<file path="src/rtl/reg_in_buffer_pkg.sv">
// Shared types and defaults for the input-side word buffer.
package reg_in_buffer_pkg;

    // Machine word carried from the outside world into the core.
    typedef logic [7:0] t_data;

    // Default FIFO depth and almost-full threshold for reg_in_buffer.
    localparam int IN_FIFO_DEPTH = 4;
    localparam int IN_FIFO_AFULL = 3;

endpackage : reg_in_buffer_pkg

</file>
<file path="src/rtl/reg_in_buffer_if.sv">
// Bus bundle for reg_in_buffer: source-side x0 signals, machine-side x1
// handshake, fill-level flags and the sticky overflow status/clear.
interface reg_in_buffer_if
    import reg_in_buffer_pkg::*;
#(
    parameter int DEPTH = IN_FIFO_DEPTH
) ();

    localparam int CW = $clog2(DEPTH) + 1;

    logic          datainvx0;
    t_data         datainx0;
    logic          fullx0;
    logic          afullx0;
    logic          datainvx1;
    t_data         datainx1;
    logic          takex1;
    logic [CW-1:0] countx1;
    logic          ovf;
    logic          clr_ovf;

    // Environment side: drives source words, take and clear.
    modport master (
        output datainvx0,
        output datainx0,
        input  fullx0,
        input  afullx0,
        input  datainvx1,
        input  datainx1,
        output takex1,
        input  countx1,
        input  ovf,
        output clr_ovf
    );

    // Buffer side.
    modport slave (
        input  datainvx0,
        input  datainx0,
        output fullx0,
        output afullx0,
        output datainvx1,
        output datainx1,
        input  takex1,
        output countx1,
        output ovf,
        input  clr_ovf
    );

endinterface : reg_in_buffer_if

</file>
<file path="src/rtl/reg_in_buffer_mem.sv">
// Storage array for the input buffer: one write port, one combinational
// read port. Contents are deliberately not reset; validity is tracked by
// the pointer/count logic in the parent.
module reg_in_mem
    import reg_in_buffer_pkg::*;
#(
    parameter int DEPTH = IN_FIFO_DEPTH,
    parameter int AW    = $clog2(DEPTH)
) (
    input  logic          clock,
    input  logic          wen,
    input  logic [AW-1:0] waddr,
    input  t_data         wdata,
    input  logic [AW-1:0] raddr,
    output t_data         rdata
);

    t_data mem_q [DEPTH];

    // Write the addressed slot when enabled.
    always_ff @(posedge clock) begin
        if (wen) begin
            mem_q[waddr] <= wdata;
        end
    end

    assign rdata = mem_q[raddr];

endmodule : reg_in_mem

</file>
<file path="src/rtl/reg_in_buffer.sv">
// Input word buffer: absorbs source words (x0) into a small FIFO and
// presents the oldest one a stage later (x1) on a valid/take handshake.
// The head word lives in its own register so datainx1 never has a
// combinational path from the array or from the inputs.
module reg_in_buffer
    import reg_in_buffer_pkg::*;
#(
    parameter int DEPTH = IN_FIFO_DEPTH,
    parameter int AFULL = IN_FIFO_AFULL
) (
    input  logic            clock,
    input  logic            reset_n,
    reg_in_buffer_if.slave  bus
);

    localparam int PW = $clog2(DEPTH);
    localparam int CW = PW + 1;

    logic [PW-1:0] wr_ptr_q, wr_ptr_d;
    logic [PW-1:0] rd_ptr_q, rd_ptr_d;
    logic [CW-1:0] count_q,  count_d;
    logic          ovf_q,    ovf_d;
    t_data         head_q,   head_d;

    logic          full;
    logic          not_empty;
    logic          push;
    logic          pop;
    logic          drop;
    logic [PW-1:0] rd_ptr_next;
    t_data         rdata_next;

    assign full      = (count_q == CW'(DEPTH));
    assign not_empty = (count_q != '0);

    // A take against an empty buffer is ignored; a full buffer still accepts
    // a word when the head leaves in the same cycle.
    assign pop  = bus.takex1 & not_empty;
    assign push = bus.datainvx0 & (~full | pop);
    assign drop = bus.datainvx0 & full & ~pop;

    // The word behind the current head, needed when the head is consumed.
    assign rd_ptr_next = rd_ptr_q + PW'(1);

    reg_in_mem #(
        .DEPTH (DEPTH),
        .AW    (PW)
    ) u_mem (
        .clock (clock),
        .wen   (push),
        .waddr (wr_ptr_q),
        .wdata (bus.datainx0),
        .raddr (rd_ptr_next),
        .rdata (rdata_next)
    );

    // Next-state for pointers, occupancy, sticky overflow and head word.
    always_comb begin
        wr_ptr_d = wr_ptr_q;
        rd_ptr_d = rd_ptr_q;
        count_d  = count_q;
        ovf_d    = ovf_q;
        head_d   = head_q;

        if (push) begin
            wr_ptr_d = wr_ptr_q + PW'(1);
        end
        if (pop) begin
            rd_ptr_d = rd_ptr_next;
        end

        if (push && !pop) begin
            count_d = count_q + CW'(1);
        end else if (pop && !push) begin
            count_d = count_q - CW'(1);
        end

        // Set wins over clear so a drop in the clearing cycle is not lost.
        if (drop) begin
            ovf_d = 1'b1;
        end else if (bus.clr_ovf) begin
            ovf_d = 1'b0;
        end

        // The incoming word becomes the head when nothing older survives the
        // edge; otherwise a pop advances to the next stored word. When the
        // buffer drains empty the head simply holds.
        if (push && (count_q == '0 || (pop && count_q == CW'(1)))) begin
            head_d = bus.datainx0;
        end else if (pop && count_q > CW'(1)) begin
            head_d = rdata_next;
        end
    end

    // State registers; reset drops every stored word at once.
    always_ff @(posedge clock or negedge reset_n) begin
        if (!reset_n) begin
            wr_ptr_q <= '0;
            rd_ptr_q <= '0;
            count_q  <= '0;
            ovf_q    <= 1'b0;
            head_q   <= '0;
        end else begin
            wr_ptr_q <= wr_ptr_d;
            rd_ptr_q <= rd_ptr_d;
            count_q  <= count_d;
            ovf_q    <= ovf_d;
            head_q   <= head_d;
        end
    end

    assign bus.fullx0    = full;
    assign bus.afullx0   = (count_q >= CW'(AFULL));
    assign bus.datainvx1 = not_empty;
    assign bus.datainx1  = head_q;
    assign bus.countx1   = count_q;
    assign bus.ovf       = ovf_q;

endmodule : reg_in_buffer

</file>
<file path="src/flat_wrapper.sv">
// flat-port wrapper written by rule: the top's interface ports become plain ports
module reg_in_buffer_flat import reg_in_buffer_pkg::*;
#(
    parameter int DEPTH = IN_FIFO_DEPTH,
    parameter int AFULL = IN_FIFO_AFULL
)
  (clock, reset_n, bus_datainvx0, bus_datainx0, bus_fullx0, bus_afullx0, bus_datainvx1, bus_datainx1, bus_takex1, bus_countx1, bus_ovf, bus_clr_ovf);
  reg_in_buffer_if #(.DEPTH(DEPTH)) bus_i ();
  input  logic clock;
  input  logic reset_n;
  input wire logic [$bits(bus_i.datainvx0)-1:0] bus_datainvx0;
  input wire logic [$bits(bus_i.datainx0)-1:0] bus_datainx0;
  output wire logic [$bits(bus_i.fullx0)-1:0] bus_fullx0;
  output wire logic [$bits(bus_i.afullx0)-1:0] bus_afullx0;
  output wire logic [$bits(bus_i.datainvx1)-1:0] bus_datainvx1;
  output wire logic [$bits(bus_i.datainx1)-1:0] bus_datainx1;
  input wire logic [$bits(bus_i.takex1)-1:0] bus_takex1;
  output wire logic [$bits(bus_i.countx1)-1:0] bus_countx1;
  output wire logic [$bits(bus_i.ovf)-1:0] bus_ovf;
  input wire logic [$bits(bus_i.clr_ovf)-1:0] bus_clr_ovf;
  assign bus_i.datainvx0 = bus_datainvx0;
  assign bus_i.datainx0 = bus_datainx0;
  assign bus_fullx0 = bus_i.fullx0;
  assign bus_afullx0 = bus_i.afullx0;
  assign bus_datainvx1 = bus_i.datainvx1;
  assign bus_datainx1 = bus_i.datainx1;
  assign bus_i.takex1 = bus_takex1;
  assign bus_countx1 = bus_i.countx1;
  assign bus_ovf = bus_i.ovf;
  assign bus_i.clr_ovf = bus_clr_ovf;
  reg_in_buffer #(.DEPTH(DEPTH), .AFULL(AFULL)) u_core (.clock(clock), .reset_n(reset_n), .bus(bus_i));
endmodule
</file>
<file path="config.mk">
export PLATFORM = sky130hd
export DESIGN_NAME = reg_in_buffer_flat
export DESIGN_NICKNAME = d
export VERILOG_FILES = /design/src/rtl/reg_in_buffer_pkg.sv /design/src/rtl/reg_in_buffer_if.sv /design/src/rtl/reg_in_buffer_mem.sv /design/src/rtl/reg_in_buffer.sv /design/src/flat_wrapper.sv
export SDC_FILE = /design/constraint.sdc
export NUM_CORES = 1
export LEC_CHECK = 0
export CELL_PAD_IN_SITES_DETAIL_PLACEMENT = 0
export CELL_PAD_IN_SITES_GLOBAL_PLACEMENT = 1
export CORE_ASPECT_RATIO = 0.9
export CORE_UTILIZATION = 40
export CTS_BUF_LIST = sky130_fd_sc_hd__clkbuf_4 sky130_fd_sc_hd__clkbuf_8
export CTS_CLUSTER_SIZE = 8
export DETAILED_ROUTE_END_ITERATION = 6
export PLACE_DENSITY = 0.78
export SETUP_SLACK_MARGIN = 0.15
export SLEW_MARGIN = 5
export SYNTH_ARGS = -nofsm -noshare
export SYNTH_HDL_FRONTEND = slang
export SYNTH_SLANG_ARGS = --single-unit
export TNS_END_PERCENT = 1
</file>
<file path="constraint.sdc">
create_clock -name clock -period 2 [get_ports clock]
set_clock_uncertainty 0.05 [all_clocks]
set_input_delay 0.5 -clock clock [delete_from_list [all_inputs] [get_ports clock]]
set_output_delay 0.5 -clock clock [all_outputs]
set_load 0.03 [all_outputs]
</file>
==> flow_metrics.py <==
metrics = {
    "floorplanning": {
        "fp.dieH_um": 70.7,
        "fp.dieW_um": 78.4,
        "dieArea_um2": 5540,
        "initial_core_util_pct": 42.4,
        "core_um2": 4950,
        "io_pins": 28,
        "fp-row-count": 24,
    },
    "power_and_ir_drop": {
        "vdd_drop_max_uv": 827,
        "p_leak_nw": 1.19,
        "p_per_area_nw_per_um2": 1510,
    },
    "timing": {
        "slew_headroom_pct": 69.9,
        "tns_ns": 0,
        "rsz0062_at_grt": "yes",
        "drv_slew": 0,
        "setup_viol": 0,
        "whs_ns": 0.474,
        "worst_slack_ns": 0.0414,
        "worst_pin_slew_ns": 0.452,
        "fmax_mhz": 511,
        "fin_crit_ns": 1.96,
        "fin_crit_sh_pct": 97.9,
        "hold_viol": 0,
    },
    "clock_tree": {
        "cts_root_buffer": "clkbuf_8",
        "cts-htree-levels": 2,
        "cts_tree": "built",
        "clock_latency_ns": 0.30,
        "postCtsHoldBufs": 0,
        "ctsLongestPathBuffers": 2,
        "cts.clk_slew.worst_paths_ns": 0.09,
        "cts_buffers": 5,
        "cts_num_sinks": 48,
    },
    "worst_setup_path": {
        "worst-r2r-setup-slack_ns": 0.10,
        "worstPathMaxFanout": 6,
        "worst_ep_arrival_time_ns": 1.41,
        "r2r_cells": 9,
        "setup.worst_path.start": "u_core.bus.countx1[0]$_DFFE_PN0P_",
        "end_kind": "output pin",
        "cp-start-kind": "flip-flop",
        "crit_path_end": "bus_afullx0",
        "critPathKind": "reg -> out",
        "required_ns": 1.45,
        "timing.rr.start": "u_core.bus.countx1[0]$_DFFE_PN0P_",
        "r2r_end": "u_core.bus.countx1[2]$_DFFE_PN0P_",
    },
    "grt": {
        "grtUsageMet2_pct": 29.0,
        "grt_usage_pct": 17.6,
        "grt_util_met1_pct": 23.2,
        "gr-max-usage-layer": "met2",
        "antenna_found_initial": 0,
        "globalRouteOverflowTotal": 0,
        "grt_pass1_vias": 1458,
        "grt_util_met3_pct": 3.23,
        "grt_max_degree": 17,
        "grt_pass1_wl_um": 7200,
    },
    "min_path": {
        "hold_path.class": "in -> async",
    },
    "route": {
        "wl_per_cell_um": 16.9,
        "first_iter_violations": 104,
        "wirelength_um": 4380,
        "dr.pass1.iters": 4,
        "postRouteAntennaNets": 0,
        "drcViolationCount": 0,
        "viasPerCell": 5.10,
        "vias": 1325,
    },
    "cells_and_area": {
        "drive_above_1_share_pct": 29.7,
        "diodes": 0,
        "areaGrowthSynthToFinish_pct": 33.1,
        "final_nets": 217,
        "fillers": 385,
    },
    "logic_synthesis": {
        "synthCells": 144,
        "syn_nets": 167,
        "synth_top_area_share_pct": 45.8,
        "ys_types": 26,
        "synth_area_per_cell_um2": 14.6,
        "yosys-top-cells-area": "edfxtp_1, dfrtp_1, mux4_2, ha_1, nand2_1",
        "yosysSeqAreaShare_pct": 64.8,
        "synth_seq_cells": 48,
        "yosysTopAreaCell": "edfxtp_1",
        "yosysWarningCount": 0,
        "synth_area_um2": 2100,
    },
    "outcome": {
        "status": "completed",
    },
    "place": {
        "io_buffers": 27,
        "gp_congestion": 0.872,
        "place_ws_ns": -0.110,
        "hpwlAfterDp_um": 3240,
    },
    "flow_run": {
        "maxCapViolations": 0,
    },
}
[cell usage in the layout (no fill, tap or decap), types with 2 or more instances in the layout]
master / count
a21oi_1: 2
and2_1: 3
and2_4: 2
buf_12: 2
buf_4: 22
clkbuf_8: 5
clkdlybuf4s50_1: 12
dfrtp_1: 13
dfrtp_2: 3
dlymetal6s2s_1: 11
edfxtp_1: 32
ha_1: 6
ha_4: 4
inv_1: 6
inv_2: 3
mux4_2: 8
nand2_1: 19
nand3_1: 10
nor2_1: 2
o211ai_1: 8
o21ai_0: 2
xnor2_1: 4
[synthesized netlist by cell type]
library cell / count
nand3_1: 10
o21ai_0: 3
buf_6: 1
nand2_1: 20
buf_1: 1
a21oi_1: 2
and2_1: 5
dfrtp_1: 16
o211ai_1: 8
xnor2_1: 4
buf_2: 1
nor3b_1: 1
mux2_2: 1
buf_4: 1
o32ai_1: 1
ha_1: 10
mux4_2: 8
nor2_1: 4
nor3_1: 1
o31ai_4: 1
xor2_1: 1
a21o_1: 1
edfxtp_1: 32
inv_1: 9
and3_1: 1
clkbuf_1: 1
[state kept, by name (all words and copies together), names as in the netlist]
signal,count
u_core.bus.datainx1,8
u_core.wr_ptr_q,2
u_core.u_mem.mem_q,32
u_core.bus.ovf,1
u_core.rd_ptr_q,2
u_core.bus.countx1,3
[final cells by class]
class                   instances  area (um^2)  share of cell area, %
well taps                      65         81.3                   2.91
repair buffers                 48          472                   16.9
clock buffers                   6         76.3                   2.73
clock inverters                 2         16.3                  0.582
flip-flops and latches         48         1370                   48.8
inverters                       9         33.8                   1.21
multi-input cells              82          751                   26.9
[metal layers]
metal	vias to the layer above	share of wire, %
met5	-	0
met2	36	49
met1	659	46
met3	5	4.0
met4	0	0.96
li1	625	-
[repair_timing]
action,4_1_cts,5_1_grt
pin swaps,0,3
buffers inserted,2,0
gates resized for setup,4,21
setup endpoints to repair,32,49
[report_power, final]
part	internal (W)	leakage [nW]	switching, W
clock network	0.000262	0.0448	0.000319
logic	0.000986	0.658	0.00104
registers	0.00137	0.484	0.000234
[cell families (layout without fill, tap and decap cells)]
group	count (synthesis)	count (layout)	synth area share [%]
xor+xnor	5	5	2.09
fa+ha+maj	10	10	5.96
buf+inv	14	65	3.10
compound gates	16	16	5.84
simple gates	42	42	9.06
flops	48	48	64.8
mux	9	9	9.12
[through the flow]
stage | cell area [um^2] | instances | total power, W | util [%]
after CTS | 2730 | 260 | 0.00420 | 55.1
after floorplan | 2140 | 144 | 0.00282 | -
after global placement | 2620 | 250 | 0.00351 | 52.9
final | 2800 | 260 | 0.00421 | 56.4
after global routing | 2800 | 260 | 0.00447 | 56.4
after detailed placement | 2620 | 250 | 0.00359 | 52.9
[worst min-delay path by stage]
| stage | from | endpoint | depth (start not counted) |
|---|---|---|---|
| 2_1_floorplan | reset_n | u_core.bus.countx1[0]$_DFFE_PN0P_ | 0 |
| 3_3_place_gp | u_core.bus.countx1[1]$_DFFE_PN0P_ | u_core.bus.countx1[1]$_DFFE_PN0P_ | 2 |
| 3_5_place_dp | u_core.bus.countx1[1]$_DFFE_PN0P_ | u_core.bus.countx1[1]$_DFFE_PN0P_ | 2 |
| 4_1_cts | reset_n | u_core.wr_ptr_q[1]$_DFFE_PN0P_ | 2 |
| 5_1_grt | reset_n | u_core.wr_ptr_q[0]$_DFFE_PN0P_ | 2 |
| 6_report | reset_n | u_core.bus.datainx1[6]$_DFFE_PN0P_ | 2 |
[critical path, cell delays in order (launching register included)]
cell and delay [ns]:
dfrtp_2 0.47, ha_4 0.18, ha_4 0.15, nor2_2 0.08
o21ai_1 0.06, buf_4 0.17
(Power assumes the default switching activity.)
==> variant 1: new RTL, same flow settings <==
The package constant `IN_FIFO_DEPTH` goes from 4 to 8.
--- a/src/rtl/reg_in_buffer_pkg.sv
+++ b/src/rtl/reg_in_buffer_pkg.sv
@@ -5,7 +5,7 @@
     typedef logic [7:0] t_data;
 
     // Default FIFO depth and almost-full threshold for reg_in_buffer.
-    localparam int IN_FIFO_DEPTH = 4;
+    localparam int IN_FIFO_DEPTH = 8;
     localparam int IN_FIFO_AFULL = 3;
 
 endpackage : reg_in_buffer_pkg
Interface: changed (resized bus_countx1); port bits go from 28 to 29. No check against the original RTL was run, so the function may have changed too.
==> variant 1 against the unedited design <==
  * Sequential cell count grew 35
  * Final area up 59%
  * Clock power increased by 100%
  * Utilization down 2.2 points
  * Routed wire length increased by 59%
  * The run now ends with negative setup slack left
  * Critical path type is now reg -> reg
  * Largest power group unchanged
  * Largest cell class unchanged
  * Synthesized area increased by 64%
  * Critical endpoint is now u_core.bus.countx1[3]
  * Total power rose by 59%
  * Worst setup slack got worse by 0.13 ns
==> variant 1: results (changes against the unedited design) <==
- Worst Path Arrival: 2.30 ns (+0.89 ns)
- Complex-gate fraction of the synthesized area: 5.57% (-0.27 points)
- Crit-path max cell delay: 0.43 ns (-0.04 ns)
- Setup slack after layout: -0.0864 ns (-0.128 ns)
- Largest register FFs: 64 (+100%)
- DR WL met2: 3.60 mm (+68%)
- Drt initial violations: 109 (+4.8%)
- Leak Pwr: 1.64 nW (+38%)
- Final setup fails: 20 (+20)
- Clk pwr share: 17.3% (+3.5 points)
- Top cells by area, synth: edfxtp_1 56%, dfrtp_1 14%, mux4_2 5.9%, mux4_1 5.3%, ha_1 2.2%
- Syn nets: 216 (+29%)
- Status: finished, violations left
- Port bufs: 28 (+3.7%)
- EDFF count, synth: 64 (+100%)
- Largest net degree at the start of global routing: 20 (+3)
- Failing checks: negative setup slack
- CP delay by family, top: simple AND/OR/NAND/NOR gates
- Vias in the first global route: 2023 (+39%)
- Post-Synth XOR/XNOR Area: 2.29% (+0.21 points)
- Mux contribution to synthesized area: 12.2% (+3.1 points)
- Asr flop ratio synth: 22.9% (-10 points)
- VDD IR-drop max: 0.000687 V (-17%)
- Vias: 1936 (+46%)
- Slew margin rel.: 63.9% (-6.0 points)
- Share of cells above drive strength 1: 35.1% (+5.3 points)
- CTS buffer count: 9 (+4)
==> variant 1: cell type report <==
cell class,count,area (um2)
timing repair buffer,65,609
multi-input combinational,95,1040
tap,115,144
inverter,12,45.0
clock buffer,9,124
sequential,83,2400
fill,656,3750
clock inverter,7,68.8
==> variant 1: per-stage QoR <==
| stage | util (%) | instances | total power, mW | setup TNS, ns | hold slack (ns) |
|---|---|---|---|---|---|
| 2_1_floorplan | - | 197 | 4.34 | -4.35 | 0.154 |
| 3_3_place_gp | 50.0 | 366 | 5.33 | -10.08 | 0.424 |
| 3_5_place_dp | 50.0 | 366 | 5.43 | -11.05 | 0.438 |
| 4_1_cts | 53.5 | 384 | 6.70 | -0.112 | 0.431 |
| 5_1_grt | 54.2 | 386 | 7.06 | -2.97 | 0.458 |
| 6_report | 54.2 | 386 | 6.71 | -0.405 | 0.438 |
==> variant 1: final timing paths <==
path                                       start                endpoint  slack, ns  cells past startpoint
setup / recovery           u_core.bus.countx1[1]   u_core.bus.countx1[3]      -0.09                      8
max in group asynchronous                reset_n   u_core.bus.countx1[3]       1.23                      2
setup reg to reg           u_core.bus.countx1[1]   u_core.bus.countx1[3]      -0.09                      8
hold reg to reg                   u_core.bus.ovf          u_core.bus.ovf       0.45                      1
hold / removal                           reset_n  u_core.bus.datainx1[4]       0.44                      2
min in group clock                u_core.bus.ovf          u_core.bus.ovf       0.45                      1
==> variant 1: cell families (layout without fill, tap and decap cells) <==
logic type / after synthesis / after routing
simple gates: 37 / 37
buf+inv: 19 / 93
xor+xnor: 9 / 9
mux: 19 / 19
flops: 83 / 83
fa+ha+maj: 6 / 6
compound gates: 24 / 24
==> variant 1: timing repair <==
action / in CTS / in global routing
setup endpoints to repair: 87 / 80
setup buffers: 2 / 2
resized for setup: 44 / 19
pin swaps: 23 / 7
==> variant 2: new RTL, same flow settings <==
Without the edit above. Make the reset (`reset_n`) synchronous in one clocked block.
--- a/src/rtl/reg_in_buffer.sv
+++ b/src/rtl/reg_in_buffer.sv
@@ -93,7 +93,7 @@
     end
 
     // State registers; reset drops every stored word at once.
-    always_ff @(posedge clock or negedge reset_n) begin
+    always_ff @(posedge clock) begin
         if (!reset_n) begin
             wr_ptr_q <= '0;
             rd_ptr_q <= '0;
Function: differs if reset_n is asserted again (counterexample within 4 cycles, from zero or initial values and one cycle with reset_n low); with reset_n held inactive, the same outputs for 10 cycles.
==> variant 2 against the unedited design <==
  * First-iteration DRC count is 20% lower
  * Total power is 16% lower
  * Routed wire length is 3.3% lower
  * Final area is 4.3% lower
  * Fmax is 0.20% lower
  * Worst setup slack worse by 0.0038 ns
  * Sequential cell count stayed put
  * Synthesized area is 0.95% lower
==> variant 2: results (changes against the unedited design) <==
- H-Tree Depth: 2 (unchanged)
- Top cells by count, synth: 32 x edfxtp_1, 20 x o21ai_0, 16 x dfxtp_1
- Nets: 215 (-0.92%)
- Global-route wire length before repair: 6.81 mm (-5.5%)
- R2R Path End: u_core.bus.countx1[2]
- Vias: 1343 (+1.4%)
- Reg-to-reg startpoint: u_core.bus.countx1[0]
- Top cells by area, synth: edfxtp_1 46%, dfxtp_1 15%, mux4_2 8.7%, ha_1 6.0%, o21ai_0 4.8%
- Routability Congestion: 0.725 (-17%)
- Sequential fraction of the synthesis area: 61.6% (-3.2 points)
- Final WL: 4.24 mm (-3.3%)
- Port bufs: 27 (unchanged)
- Critical Path Source: u_core.bus.countx1[1]
- Slew margin rel.: 64.3% (-5.5 points)
- GRT Util Overall: 16.9% (-0.72 points)
- Syn nets: 173 (+3.6%)
- Asr flop ratio synth: 0% (-33 points)
- Leak Pwr: 1.10 nW (-7.5%)
- VDD IR-drop max: 0.000638 V (-23%)
- Drt initial violations: 83 (-20%)
- Pre-CTS setup slack: -0.121 ns (-0.0111 ns)
- Setup slack, reg-to-reg: 0.20 ns (+0.10 ns)
- Crit Path Max Fanout: 4 (-2)
- Depth of the most critical reg-to-reg path: 10 (+1)
- Filler cell count: 440 (+14%)
- Min-delay worst type: reg -> reg
- Status: completed
- Post-DP HPWL: 2.94 mm (-9.2%)
[variant 2: what timing repair did]
| action | in CTS | in global routing |
|---|---|---|
| cloned | 0 | 0 |
| resized for setup | 4 | 23 |
| pin swaps | 0 | 9 |
| endpoints found under the setup margin | 16 | 57 |
[variant 2: cell families (layout without fill, tap and decap cells)]
family / count (synthesis) / in the layout / synth area share [%]
DFF: 48 / 48 / 61.6
AOI/OAI and AO/OA: 34 / 34 / 10.1
and+or+nand+nor: 31 / 31 / 8.12
buffers and inverters: 13 / 56 / 2.89
adders and majority gates: 10 / 10 / 6.02
muxes: 9 / 9 / 9.15
xor gates and xnor gates: 5 / 5 / 2.11
[variant 2: worst max-delay path, cell delays in order, from the launching register on]
cell             delay, ns
dfxtp_2               0.35
ha_1                  0.18
ha_1                  0.18
nor2_1                0.07
o21ai_1               0.06
clkdlybuf4s15_2       0.28
[variant 2: worst min path at each step]
stage	start	to	slack, ns	depth (start not counted)
after floorplan	u_core.wr_ptr_q[1]	u_core.wr_ptr_q[1]	0.48	2
after global placement	u_core.bus.datainx1[1]	u_core.bus.datainx1[1]	0.43	2
after detailed placement	u_core.bus.datainx1[2]	u_core.bus.datainx1[2]	0.43	2
after CTS	u_core.bus.datainx1[2]	u_core.bus.datainx1[2]	0.45	2
after global routing	u_core.bus.datainx1[2]	u_core.bus.datainx1[2]	0.46	2
final	u_core.bus.datainx1[2]	u_core.bus.datainx1[2]	0.45	2
[variant 2: cell type report]
type                       instances  area (um2)  area share [%]
clock buffer                       5        68.8            2.57
clock inverter                     3        13.8           0.515
inverter                           8        32.5            1.22
multi-input combinational         89         783            29.3
sequential                        48        1280            48.0
tap                               65        81.3            3.04
timing repair buffer              40         410            15.3
[variant 2: power by group]
part           total [mW]  switching (mW)  leakage [nW]  internal, mW
clock network       0.539           0.302        0.0453         0.237
registers            1.36           0.115         0.426          1.25
logic                1.63           0.893         0.626         0.741
[variant 2: metrics by stage]
stage                     area, um2  setup TNS [ns]  power [mW]  hold WS (ns)  std cells
after floorplan                2100               0        2.38         0.478        150
after global placement         2530           -1.07        2.96         0.429        250
after detailed placement       2530           -1.78        2.99         0.434        250
after CTS                      2610               0        3.53         0.452        258
after global routing           2670         -0.0242        3.75         0.465        258
final                          2670               0        3.53         0.448        258
[variant 2: metal layers]
metal / vias up / global-route usage, % / wire (um)
met5: - / 0 / 0
met4: 0 / 6.79 / 63
met3: 7 / 3.79 / 171
met2: 27 / 27.0 / 2130
met1: 665 / 22.2 / 1880
li1: 644 / - / -
